$ cat src/rtl/iic_cmd_arbiter.sv
// rtl/iic_cmd_arbiter.sv - round-robin arbiter sharing one IIC driver between two command sources
// Optional wait-state timeout abort: define IIC_ARB_TIMEOUT_EN.
module iic_cmd_arbiter #(
    parameter int TIMEOUT_CYCLES = 200000,
    parameter int CNT_W          = 18
) (
    input  logic       i_clk,
    input  logic       i_rst,
    input  logic       i_req0,
    input  logic       i_rd0,
    input  logic       i_mode0,
    input  logic [7:0] i_slave0,
    input  logic [7:0] i_addr_h0,
    input  logic [7:0] i_addr_l0,
    input  logic [7:0] i_wdata0,
    input  logic       i_req1,
    input  logic       i_rd1,
    input  logic       i_mode1,
    input  logic [7:0] i_slave1,
    input  logic [7:0] i_addr_h1,
    input  logic [7:0] i_addr_l1,
    input  logic [7:0] i_wdata1,
    output logic       o_gnt0,
    output logic       o_gnt1,
    output logic       o_done0,
    output logic       o_done1,
    output logic [7:0] o_rdata,
    output logic       o_err,
    output logic       o_iic_write,
    output logic       o_iic_read,
    output logic       o_iic_mode,
    output logic [7:0] o_slave_addr,
    output logic [7:0] o_reg_addr_h,
    output logic [7:0] o_reg_addr_l,
    output logic [7:0] o_data_w,
    input  logic       i_iic_busy,
    input  logic [7:0] i_iic_rdata
);

    localparam logic [2:0] S_IDLE       = 3'd0;
    localparam logic [2:0] S_GRANT      = 3'd1;
    localparam logic [2:0] S_LAUNCH     = 3'd2;
    localparam logic [2:0] S_WAIT_START = 3'd3;
    localparam logic [2:0] S_WAIT_END   = 3'd4;
    localparam logic [2:0] S_DONE       = 3'd5;

    localparam logic [CNT_W-1:0] TMO_LAST = CNT_W'(TIMEOUT_CYCLES - 1);

    logic [2:0] state;
    logic       last_served;
    logic       owner;
    logic       after_done;
    logic       cmd_rd;
    logic       req0_eff;
    logic       req1_eff;
    logic       strobe_out;
    logic       busy_seen_low;
    logic       finish_ok;
    logic       finish_tmo;
    logic       timeout_hit;

    // The requester just served is ignored for the single IDLE cycle after DONE.
    assign req0_eff = i_req0 & ~(after_done & ~last_served);
    assign req1_eff = i_req1 & ~(after_done &  last_served);

    assign strobe_out    = o_iic_write | o_iic_read;
    assign busy_seen_low = (state == S_WAIT_START) && !i_iic_busy;
    assign finish_ok     = (state == S_WAIT_END) && i_iic_busy;
    assign finish_tmo    = timeout_hit && !finish_ok && !busy_seen_low;

`ifdef IIC_ARB_TIMEOUT_EN
    logic [CNT_W-1:0] wait_cnt;
    logic             in_wait;

    assign in_wait = (state == S_WAIT_START) || (state == S_WAIT_END);

    always_ff @(posedge i_clk or negedge i_rst) begin
        if (!i_rst) begin
            wait_cnt <= '0;
        end else if ((state == S_LAUNCH) || busy_seen_low) begin
            wait_cnt <= '0;
        end else if (in_wait) begin
            wait_cnt <= wait_cnt + CNT_W'(1);
        end
    end

    assign timeout_hit = in_wait && (wait_cnt == TMO_LAST);
`else
    logic [CNT_W-1:0] unused_tmo;

    assign unused_tmo  = TMO_LAST;
    assign timeout_hit = 1'b0;
`endif

    always_ff @(posedge i_clk or negedge i_rst) begin
        if (!i_rst) begin
            state        <= S_IDLE;
            last_served  <= 1'b1;
            owner        <= 1'b0;
            after_done   <= 1'b0;
            cmd_rd       <= 1'b0;
            o_gnt0       <= 1'b0;
            o_gnt1       <= 1'b0;
            o_done0      <= 1'b0;
            o_done1      <= 1'b0;
            o_rdata      <= 8'h00;
            o_err        <= 1'b0;
            o_iic_write  <= 1'b0;
            o_iic_read   <= 1'b0;
            o_iic_mode   <= 1'b0;
            o_slave_addr <= 8'h00;
            o_reg_addr_h <= 8'h00;
            o_reg_addr_l <= 8'h00;
            o_data_w     <= 8'h00;
        end else begin
            o_done0    <= 1'b0;
            o_done1    <= 1'b0;
            after_done <= 1'b0;

            case (state)
                S_IDLE: begin
                    if (req0_eff || req1_eff) begin
                        owner <= (req0_eff && req1_eff) ? ~last_served : req1_eff;
                        state <= S_GRANT;
                    end
                end
                S_GRANT: begin
                    o_gnt0 <= ~owner;
                    o_gnt1 <=  owner;
                    if (owner) begin
                        cmd_rd       <= i_rd1;
                        o_iic_mode   <= i_mode1;
                        o_slave_addr <= i_slave1;
                        o_reg_addr_h <= i_addr_h1;
                        o_reg_addr_l <= i_addr_l1;
                        o_data_w     <= i_wdata1;
                    end else begin
                        cmd_rd       <= i_rd0;
                        o_iic_mode   <= i_mode0;
                        o_slave_addr <= i_slave0;
                        o_reg_addr_h <= i_addr_h0;
                        o_reg_addr_l <= i_addr_l0;
                        o_data_w     <= i_wdata0;
                    end
                    state <= S_LAUNCH;
                end
                S_LAUNCH: begin
                    // Command fields sit stable for one cycle before the strobe rises.
                    if (strobe_out) begin
                        o_iic_write <= 1'b0;
                        o_iic_read  <= 1'b0;
                        state       <= S_WAIT_START;
                    end else begin
                        o_iic_write <= ~cmd_rd;
                        o_iic_read  <=  cmd_rd;
                    end
                end
                S_WAIT_START: begin
                    if (!i_iic_busy) begin
                        state <= S_WAIT_END;
                    end
                end
                S_WAIT_END: begin
                end
                S_DONE: begin
                    o_gnt0      <= 1'b0;
                    o_gnt1      <= 1'b0;
                    last_served <= owner;
                    after_done  <= 1'b1;
                    state       <= S_IDLE;
                end
                default: begin
                    state <= S_IDLE;
                end
            endcase

            if (finish_ok || finish_tmo) begin
                state   <= S_DONE;
                o_done0 <= ~owner;
                o_done1 <=  owner;
                o_err   <= finish_tmo;
                if (finish_tmo) begin
                    o_rdata <= 8'h00;
                end else if (cmd_rd) begin
                    o_rdata <= i_iic_rdata;
                end
            end
        end
    end

endmodule
$ cat config.mk
export PLATFORM = sky130hd
export DESIGN_NAME = iic_cmd_arbiter
export DESIGN_NICKNAME = d
export VERILOG_FILES = /design/src/rtl/iic_cmd_arbiter.sv
export SDC_FILE = /design/constraint.sdc
export NUM_CORES = 1
export LEC_CHECK = 0
export ABC_AREA = 1
export BUFFER_PORTS_ARGS = -buffer_cell sky130_fd_sc_hd__buf_4
export CORE_MARGIN = 2
export CORE_UTILIZATION = 48
export DETAILED_ROUTE_END_ITERATION = 6
export PLACE_DENSITY = 0.84
export SYNTH_ARGS = -nofsm -noshare
export SYNTH_HDL_FRONTEND = slang
export SYNTH_SLANG_ARGS = --single-unit
export TNS_END_PERCENT = 1
$ cat constraint.sdc
create_clock -name i_clk -period 3.2 [get_ports i_clk]
set_clock_uncertainty 0.1 [all_clocks]
set_input_delay 0.64 -clock i_clk [delete_from_list [all_inputs] [get_ports i_clk]]
set_output_delay 0.64 -clock i_clk [all_outputs]
set_load 0.005 [all_outputs]
==> flow_summary.toml <==
[sta]
report.final.hold_viol_count = 0
period_share_pct = 55.68
period_needed_ns = 1.782
worst_slew_pin_slew_ns = 0.6658
tns_ns = 0
setup_viol = 0
slew_violations = 0
relSlewSlack_pct = 55.61
rsz0062_at_grt = "no"
fmax_mhz = 561.2

[synthesis]
synth_area_um2 = 2476
synth_cell_type_count = 20
syn_area_per_cell_um2 = 8.628
synth_edf_count = 0
synthArstFlopShare_pct = 100.0
ys_ff_latch = 54
synth_compound_area_share_pct = 4.548
yosysWarningCount = 0
ys.flop_type = "dfrtp_1"
synth-simple-area-share_pct = 32.34
syn_nets = 368
synth_xor_area_share_pct = 0
seq_area_frac_synth_pct = 54.62
synth.area.mux_share_pct = 0
synth_adder_area_share_pct = 0
synthCells = 287
synth_top_family_by_area = "simple AND/OR/NAND/NOR gates"

[die]
fp.dieH_um = 75.83
rows = 26
die-area_um2 = 5749
io_pins = 129
core_area_um2 = 5042
initial_utilization_pct = 49.11
fp.dieW_um = 75.83

[run]
maxCapViolCount = 0

[clocking]
cts_tree = "done"
h-tree-depth = 2
cts_root_buf = "clkbuf_8"
cts_sinks = 54
cts_max_path_buffers = 2
clock_latency_ns = 0.30
cts-resized-gates = 0
clk_pin_slew_worst_paths_ns = 0.09
cts_hold_buf = 0
cts_buffers = 5
cts_setup_buffers = 0

[place]
routabilityCongestion = 0.8291
dp_cells = 472
hpwl_um = 4445
portBuffers = 127

[global_routing]
grt_pass1_vias = 2066
grt_usage_pct = 20.61
grt_pass1_wl_um = 8963
antenna_found_initial = 0
overflow = 0
grt_max_degree = 55

[critical_path]
critical_path_arrival_ns = 1.92
critPathLaunchType = "flop"
crit_family = "simple AND/OR/NAND/NOR gates"
worst_setup_path_end_kind = "flop"
crit_required_ns = 3.34
critical_path_class = "flop to flop"
slowest_delay_ns = 0.48
slowest_stage = "nor2_8"
path_buf_inv = 1
path_cells = "inv_2 > nor2_4 > nand2_4 > nor2_8 > nand2_1 > nand3_1"
worstPathMaxFanout = 39

[min_path]
hold_class = "primary input to async pin"

[routing]
vias = 2306
via_per_inst = 4.804
first_pass_iters = 4
wire_per_inst_um = 12.55
drt_wl_total_um = 6026
postRouteAntennaNets = 0
drt-initial-drc-count = 94
drc_errors = 0

[power_and_ir_drop]
internal_power_uw = 1789
switchingPower_uw = 1094
power_density_nw_per_um2 = 829.5
power.total_uw = 2883
peakVddDrop_mv = 0.3972
p_clk_share_pct = 12.9
switching_share_pct = 37.95
p_leak_uw = 0.001902
seqPwrFrac_pct = 41.4
pwr-share-comb_pct = 45.6

[status]
status = "finished, final reports clean"

[final_layout]
stdcell_count = 480
area_growth_pct = 40.37
nNetsFinal = 490
drive_gt1_share_pct = 37.07
diodes = 0
final_util_pct = 68.93
==> power by group through the flow <==
stage,Clock [uW],Sequential [uW],Combinational (uW)
CTS,382,1190,1330
floorplan,0,1200,782
detailed placement,0,1200,1330
global placement,0,1190,1280
finish,372,1190,1320
global route,408,1230,1480
==> cell families (layout without fill, tap and decap cells) <==
logic type,Yosys count,in the layout
flip-flops,54,54
AND/OR/NAND/NOR,184,184
AO/OA/AOI/OAI,16,16
buffers and inverters,32,155
other,1,1
==> layer usage <==
| metal | vias to the layer above | global-route usage, % | part of all wire (%) |
|---|---|---|---|
| met5 | - | 0 | 0 |
| met3 | 9 | 5.291 | 6.9 |
| met4 | 0 | 7.602 | 1.6 |
| met2 | 81 | 33.62 | 51 |
| li1 | 1145 | - | - |
| met1 | 1071 | 26.47 | 40 |
==> worst paths after layout <==
| check | startpoint | to | slack, ns | cells past startpoint |
|---|---|---|---|---|
| worst max register to register | state[0] | o_reg_addr_l[2] | 1.42 | 6 |
| worst min-delay path | i_rst | o_rdata[2] | 0.26 | 1 |
| min in group i_clk | o_rdata[5] | o_rdata[5] | 0.39 | 2 |
| worst min register to register | o_rdata[5] | o_rdata[5] | 0.39 | 2 |
| worst max-delay path | state[0] | o_reg_addr_l[2] | 1.42 | 6 |
| max in group asynchronous | i_rst | o_reg_addr_h[5] | 2.29 | 1 |
==> state kept, by name, summed over array words and instances, names as in the netlist <==
register / cells
state: 3
o_iic_write: 1
after_done: 1
cmd_rd: 1
o_rdata: 8
o_slave_addr: 8
o_reg_addr_l: 8
o_reg_addr_h: 8
o_gnt1: 1
o_iic_read: 1
o_done0: 1
o_gnt0: 1
last_served: 1
o_done1: 1
o_data_w: 8
o_iic_mode: 1
owner: 1
==> cells in the mapped netlist, types with 2 or more instances <==
master	instances	area (um^2)
nand2_1	130	488.0
dfrtp_1	53	1326
nand3_1	41	205.2
inv_1	17	63.81
buf_6	11	123.9
o21ai_2	8	70.07
nor2_1	7	26.28
inv_2	3	11.26
o21ai_0	3	15.01
nor2_8	2	40.04
o21ai_1	2	10.01
o22ai_1	2	12.51
==> layout make-up <==
| class | instances | area, um^2 |
|---|---|---|
| flip-flops and latches | 54 | 1353 |
| clock buffers | 5 | 68.82 |
| repair buffers | 127 | 953.4 |
| multi-input cells | 201 | 917.1 |
| fillers | 420 | 1567 |
| clock inverters | 3 | 21.27 |
| well taps | 70 | 87.58 |
| inverters | 20 | 75.07 |
==> cell usage in the layout, fill, tap and decap left out, drive strengths merged <==
cell	netlist	final
nand2	131	131
buf	12	127
dfrtp	53	53
nand3	41	41
inv	20	20
o21ai	13	13
nor2	10	10
clkbuf	0	5
o22ai	2	2
nand4	2	2
clkinv	0	2
a21oi	1	1
conb	1	1
clkinvlp	0	1
dfstp	1	1
==> through the flow <==
| step | hold slack (ns) | setup slack [ns] | instance area, um^2 |
|---|---|---|---|
| CTS | 0.2813 | 1.420 | 3476 |
| detailed placement | 0.3727 | 1.432 | 3386 |
| global route | 0.3063 | 1.252 | 3476 |
| floorplan | 0.2444 | 1.866 | 2476 |
| global placement | 0.3656 | 1.502 | 3386 |
| finish | 0.2571 | 1.418 | 3476 |
(Power assumes the default switching activity.)
